--- config.mk ---
export PLATFORM = sky130hd
export DESIGN_NAME = trap_dump
export DESIGN_NICKNAME = d
export VERILOG_FILES = /design/src/rtl/trap_dump_pkg.sv /design/src/rtl/trap_dump.sv
export SDC_FILE = /design/constraint.sdc
export NUM_CORES = 1
export LEC_CHECK = 0
export BUFFER_PORTS_ARGS = -buffer_cell sky130_fd_sc_hd__buf_2
export CAP_MARGIN = 20
export CORE_MARGIN = 4
export CORE_UTILIZATION = 30
export DETAILED_ROUTE_END_ITERATION = 6
export GPL_TIMING_DRIVEN = 0
export PLACE_DENSITY = 0.64
export RECOVER_POWER = 100
export SLEW_MARGIN = 20
export SYNTH_ARGS = -nofsm -noshare
export SYNTH_HDL_FRONTEND = slang
export SYNTH_SLANG_ARGS = --single-unit
--- constraint.sdc ---
create_clock -name clock -period 2.56 [get_ports clock]
set_input_delay 0.64 -clock clock [delete_from_list [all_inputs] [get_ports clock]]
set_output_delay 0.64 -clock clock [all_outputs]
set_load 0.005 [all_outputs]
--- src/rtl/trap_dump_pkg.sv ---
// Shared pipeline definitions for the end-of-program memory dump.
// Holds the dump FSM state encoding and the trap instruction constant.
package trap_dump_pkg;

  typedef enum logic [2:0] {
    S_IDLE,
    S_DRAIN,
    S_READ,
    S_WAIT,
    S_SEND,
    S_DONE
  } state_t;

  // trap 0x300 marks the end of the program
  localparam logic [0:31] TRAP_END = 32'h4400_0300;

  localparam int CNT_W = 16;

endpackage

--- src/rtl/trap_dump.sv ---
// Spots the end-of-program trap, freezes the pipeline, lets stores retire,
// then streams DMEM[BASE_ADDR..END_ADDR) out word by word over a valid/ready port.
module trap_dump
  import trap_dump_pkg::*;
#(
  parameter logic [0:31] TRAP_WORD    = TRAP_END,
  parameter logic [31:0] BASE_ADDR    = 32'd8192,
  parameter logic [31:0] END_ADDR     = 32'd8376,
  parameter int          DRAIN_CYCLES = 5
) (
  input  logic        clock,
  input  logic        reset,
  input  logic [0:31] instruction,
  output logic        halt,
  output logic        dmem_rd,
  output logic [0:31] dmem_addr,
  input  logic [0:31] dmem_data,
  output logic        dump_valid,
  input  logic        dump_ready,
  output logic [0:31] dump_addr,
  output logic [0:31] dump_data,
  output logic        done
);

  localparam logic [CNT_W-1:0] DRAIN_LOAD =
    (DRAIN_CYCLES > 0) ? CNT_W'(DRAIN_CYCLES - 1) : '0;
  localparam bit EMPTY = (END_ADDR <= BASE_ADDR);

  state_t           state, state_nx;
  logic [CNT_W-1:0] cnt, cnt_nx;
  logic [31:0]      addr, addr_nx, addr_inc;
  logic [31:0]      daddr, daddr_nx;
  logic [31:0]      ddata, ddata_nx;

  assign addr_inc = addr + 32'd4;

  always_ff @(posedge clock) begin
    if (reset) begin
      state <= S_IDLE;
      cnt   <= '0;
      addr  <= '0;
      daddr <= '0;
      ddata <= '0;
    end else begin
      state <= state_nx;
      cnt   <= cnt_nx;
      addr  <= addr_nx;
      daddr <= daddr_nx;
      ddata <= ddata_nx;
    end
  end

  always_comb begin
    state_nx = state;
    cnt_nx   = cnt;
    addr_nx  = addr;
    daddr_nx = daddr;
    ddata_nx = ddata;
    case (state)
      S_IDLE: begin
        if (instruction == TRAP_WORD) begin
          state_nx = S_DRAIN;
          cnt_nx   = DRAIN_LOAD;
        end
      end
      S_DRAIN: begin
        if (cnt == '0) begin
          state_nx = EMPTY ? S_DONE : S_READ;
          addr_nx  = BASE_ADDR;
        end else begin
          cnt_nx = cnt - 1'b1;
        end
      end
      S_READ: state_nx = S_WAIT;
      S_WAIT: begin
        // memory answers one cycle after the read strobe
        daddr_nx = addr;
        ddata_nx = dmem_data;
        state_nx = S_SEND;
      end
      S_SEND: begin
        if (dump_ready) begin
          if (addr_inc >= END_ADDR) begin
            state_nx = S_DONE;
          end else begin
            addr_nx  = addr_inc;
            state_nx = S_READ;
          end
        end
      end
      S_DONE:  state_nx = S_DONE;
      default: state_nx = S_IDLE;
    endcase
  end

  assign halt       = (state != S_IDLE);
  assign dmem_rd    = (state == S_READ);
  assign dmem_addr  = addr;
  assign dump_valid = (state == S_SEND);
  assign dump_addr  = daddr;
  assign dump_data  = ddata;
  assign done       = (state == S_DONE);

endmodule

Word-level counts from Yosys, hierarchy flattened

Cells that the tools add are included.

Bits in registers: 115
Bits of input ports: 67

Reductions and logical operators: 8
Magnitude comparators: 1
Mux-type cells: 12
Equality and inequality tests: 11
Add/subtract/negate cells: 2

Operators with widths:

| operator                | count |
|---|---|
| $mux W32                | 3 |
| $pmux W32 S2            | 1 |
| $add A32 B3 Y32 const B | 1 |
| $eq A32 B31 Y1 const B  | 1 |
| $ge A32 B14 Y1 const B  | 1 |
| $mux W16                | 2 |
| $pmux W16 S2            | 1 |
| $pmux W3 S6             | 1 |
| $logic_not A16 Y1       | 1 |
| $sub A16 B1 Y16 const B | 1 |
| $mux W3                 | 4 |
| $ne A2 B2 Y1 const B    | 4 |
| $eq A3 B2 Y1 const B    | 2 |
| $eq A3 B3 Y1 const B    | 2 |
| $reduce_and A3 Y1       | 2 |
| $reduce_and A4 Y1       | 1 |
| $reduce_bool A2 Y1      | 2 |
| $eq A3 B1 Y1 const B    | 1 |
| $logic_not A3 Y1        | 1 |
| $reduce_bool A3 Y1      | 1 |
| $ne A2 B1 Y1 const B    | 1 |

Longest topological paths before layout

Word-level depth: 5
Gate-level depth with buffers: 11

Worst setup path after synthesis

No wires, ideal clock.

Path type: register to register
From: register addr[2] (netlist: dmem_addr[29])
To: register addr[9] (netlist: dmem_addr[22])
Path buffers: 1
Clock period less this slack: 2,615 ps
Setup slack: -55 ps
Stages on the path, launching flop included: 11
Setup time: 121 ps
Data arrival time: 2,495 ps
Cell sequence: dfxtp_1 -> ha_1 -> buf_2 -> and4_1 -> nand3_1 -> a211oi_2 -> a2bb2oi_2 -> nand4_2 -> nand4b_4 -> nor3_1 -> mux2_2

Word-level cells in the longest chain between the ends: 4

Ends and longest elaborated chain:

| item                                                               | RTL line        | RTL |
|---|---|---|
| start: declaration                                                 | trap_dump.sv:31 | `logic [31:0] addr, addr_nx, addr_inc;` |
| start signal: assignment                                           | trap_dump.sv:47 | `addr <= addr_nx;` |
| $add A32 B3 Y32 (*)                                                | trap_dump.sv:35 | `assign addr_inc = addr + 32'd4;` |
| $ge A32 B14 Y1 / $mux W32 (equally long branches)                  | trap_dump.sv:83 | `if (addr_inc >= END_ADDR) begin` |
| $ne A2 B2 Y1 (no line) / $mux W32 (equally long branches)          | --              |  |
| $reduce_and A4 Y1 (no line) / $pmux W32 S2 (equally long branches) | --              |  |

Mark *: on every way between the ends. The rest lies on a longest branch, timed or not. The select of a mux whose other input is x is not followed.
A chain may end at the register's enable or synchronous reset.

Worst setup path in the final report

From: register addr[3] (netlist: dmem_addr[28])
To: register addr[9] (netlist: dmem_addr[22])

Same word-level chain as after synthesis.

==> run_results.csv <==
group,metric,value,unit
finish,final_area,0.00681,mm2
setup_path,worstPathRequired,2.80,ns
timing,fmax,395,MHz
routing,drc,0,
synth,yosys.area_share.simple,30.9,%
timing,tns,0,ns
timing,rsz0062_at_grt,"true",
cts,cts.sinks,111,
timing,finalClockSkew,0.0100,ns
synth,synth_compound_area_share,16.0,%
timing,max_slew_margin,46.8,%
setup_path,arrival,2.77,ns
timing,hold_viol_final,0,
routing,vias,5067,
setup_path,reg2reg_slack,0.03,ns
timing,period_minus_slack,2.53,ns
global_route,grt_pass1_wl,24800,um
min_path,hold_start,"dump_addr[29]",
global_route,grt.overflow.total,0,
status,status,"finished, final reports clean",
routing,vias_per_cell,4.89,
finish,nets,883,
min_path,min_path_cells,2,
timing,period_share,98.9,%
floorplan,start_util,30.8,%
placement,gp_congestion,0.875,
synth,yosysTopAreaCell,"dfxtp_1",
cts,clock_latency,0.35,ns
setup_path,startpoint_type,"flip-flop",
finish,final_cell_count_no_fill,1037,
setup_path,crit-reg2reg-launch,"dmem_addr[28]",
setup_path,crit_path_max_fanout,8,
power_and_ir_drop,vdd_drop_max,0.000344,V
synth,yosysTopAreaCellShare,43.1,%
synth,ys_async_sr_fraction,0,%
setup_path,end_kind,"flip-flop",
finish,diodes,0,
cts,cts_hold_buf,0,
finish,fillers,1785,
power_and_ir_drop,p_leak,2.74,nW
finish,drive_gt1_share,26.3,%
finish,layout_commonest_cell,"nand2_1",
synth,yosys_warnings,0,
synth,yosys.area_share.adder,0.972,%
floorplan,ios,167,
global_route,antenna_found_initial,0,
global_route,grt_max_degree,18,
floorplan,die_w,139,um
timing,tightest_slew,0.794,ns
timing,fin_hold_ws,0.452,ns
synth,synth_top_family_by_area,"simple AND/OR/NAND/NOR gates",
placement,place.detailed.hpwl,11100,um
finish,layout_common_cells,"nand2_1 (142), buf_2 (107), dfxtp_1 (97)",
synth,synthMuxAreaShare,0.607,%
synth,ys_types,73,
synth,syn_area,0.00515,mm2
synth,ys.flop_type,"dfxtp_1",
global_route,grt_pass1_vias,4840,
min_path,hp-class,"flip-flop to flip-flop",
synth,synthXorXnorAreaFrac,3.06,%
synth,ys_ff_latch,111,
floorplan,rows,47,
synth,syn_inst,622,
setup_path,criticalPathCategory,"flip-flop to flip-flop",
min_path,holdPathEnd,"dump_addr[29]",
floorplan,coreArea,0.0167,mm2
placement,io_buffers,162,
routing,dr.pass1.iters,5,
synth,synth_area_leaders,"dfxtp_1 (43%), nand2_1 (10%), a21oi_1 (7.4%), and3_1 (2.9%), xnor2_1 (2.6%)",
cts,h-tree-depth,3,
cts,clock_path_buffers,2,
placement,dpl_cell_area,0.00626,mm2
setup_path,rr_worst_depth,9,
global_route,grt_usage,15.4,%
floorplan,die_area,0.0193,mm2
placement,dp_cells,1007,
synth,avgSynthCellArea,8.28,um2
cts,clk_pin_slew,0.07,ns
synth,synth-edff-count,0,
cts,cts_buffers,9,
routing,drt_iter0_drc,255,
floorplan,die_h,139,um
cts,cts_tree,"built",
timing,finalSetupViolCount,0,
power_and_ir_drop,p_per_area,466,mW/mm2
run,drv_cap,0,
timing,slew_violations,0,
routing,finalWirelength,15500,um
routing,antenna_left,0,
synth,ys_seq_area_share,43.1,%
routing,wl_per_cell,14.9,um
finish,syn_to_final_growth,32.2,%
setup_path,reg2reg_to,"dmem_addr[22]",
cts,root_buffer,"clkbuf_16",
-- worst max-delay path: stages (launching register included) --
cell and delay [ns]:
dfxtp_4 0.38, buf_4 0.14, nand4_4 0.14, or3_1 0.39
a211oi_2 0.20, a2bb2oi_2 0.19, nand4_2 0.14, nand4b_4 0.30
nor3_2 0.23, mux2_4 0.31
-- cell usage after synthesis (2+ instances only) --
| cell | n |
|---|---|
| o31ai_1 | 5 |
| nand2_1 | 142 |
| mux2i_1 | 2 |
| inv_1 | 16 |
| a21oi_1 | 76 |
| o41ai_1 | 3 |
| nor3_1 | 10 |
| buf_4 | 7 |
| and2_1 | 4 |
| buf_2 | 4 |
| nand2b_1 | 5 |
| xnor2_1 | 15 |
| a211o_1 | 5 |
| nand3_1 | 10 |
| nand4_1 | 15 |
| and4_1 | 6 |
| a311oi_1 | 2 |
| nand4_2 | 2 |
| nor4_1 | 10 |
| nor2b_1 | 3 |
| o2111ai_1 | 3 |
| or4_1 | 4 |
| o211ai_1 | 4 |
| nor2_1 | 29 |
| xor2_1 | 3 |
| o21ai_0 | 6 |
| and3_1 | 24 |
| dfxtp_1 | 111 |
| ha_1 | 4 |
| nor4bb_1 | 2 |
| nor4b_2 | 3 |
| a211oi_1 | 2 |
| buf_6 | 2 |
| a31oi_1 | 3 |
| or3_1 | 10 |
| or2_2 | 3 |
| nor4_4 | 2 |
| clkbuf_1 | 30 |
-- area by class of cell --
type                            instances  area, um2  area share, %
Clock inverter                          4       28.8          0.423
Timing Repair Buffer                  179        878           12.9
Inverter                               16       60.1          0.882
Tap cell                              220        275           4.04
Clock buffer                           12        246           3.62
Multi-Input combinational cell        455       2860           42.0
Sequential cell                       111       2240           33.0
Buffer                                 40        218           3.20
-- repair_timing --
action,4_1_cts,5_1_grt
gates resized for setup,29,34
setup endpoints to repair,33,38
pin swaps,8,9
gates cloned,1,0
buffers inserted,13,3
-- per-stage QoR --
step | util, % | power, mW | setup WS, ns
5_1_grt | 40.8 | 3.28 | -0.101
3_3_place_gp | 37.5 | 1.87 | -0.470
2_1_floorplan | - | 1.80 | -0.00855
3_5_place_dp | 37.5 | 1.87 | -0.477
6_report | 40.8 | 3.17 | 0.0279
4_1_cts | 40.3 | 3.20 | 0.00124
-- how the worst max path moves through the flow --
stage,startpoint,end,slack (ns)
2_1_floorplan,instruction[7],cnt[13],-0.009
3_3_place_gp,dmem_addr[29],dmem_addr[26],-0.47
3_5_place_dp,dmem_addr[29],dmem_addr[26],-0.48
4_1_cts,dmem_addr[29],dmem_addr[22],0.001
5_1_grt,dmem_addr[27],dmem_addr[22],-0.10
6_report,dmem_addr[28],dmem_addr[22],0.03
-- registers in the layout, indices dropped and copies added, names as in the netlist --
signal     cells
dump_data     32
dmem_addr     30
dump_addr     30
cnt           16
state          3
-- logic make-up after synthesis --
family | count (synthesis)
buffers and inverters | 59
multiplexers | 3
AND/OR/NAND/NOR | 297
AO/OA/AOI/OAI | 129
flip-flops | 111
adder cells (fa/ha/maj) | 4
XOR/XNOR | 18
other | 1
-- power breakdown --
group / internal, mW / switching [mW] / leakage [nW]
Combinational: 0.0492 / 0.0592 / 1.71
Sequential: 1.72 / 0.000000000244 / 0.901
Clock: 0.691 / 0.649 / 0.129
Total: 2.46 / 0.708 / 2.74
-- layer usage --
metal | track usage, % | routed length (um) | share of wire, %
met5 | 0 | 0 | 0
met4 | 4.58 | 260 | 1.7
met3 | 3.86 | 816 | 5.3
met2 | 25.3 | 7500 | 49
met1 | 20.0 | 6870 | 44
No activity file was read; power rests on OpenSTA's default activity.
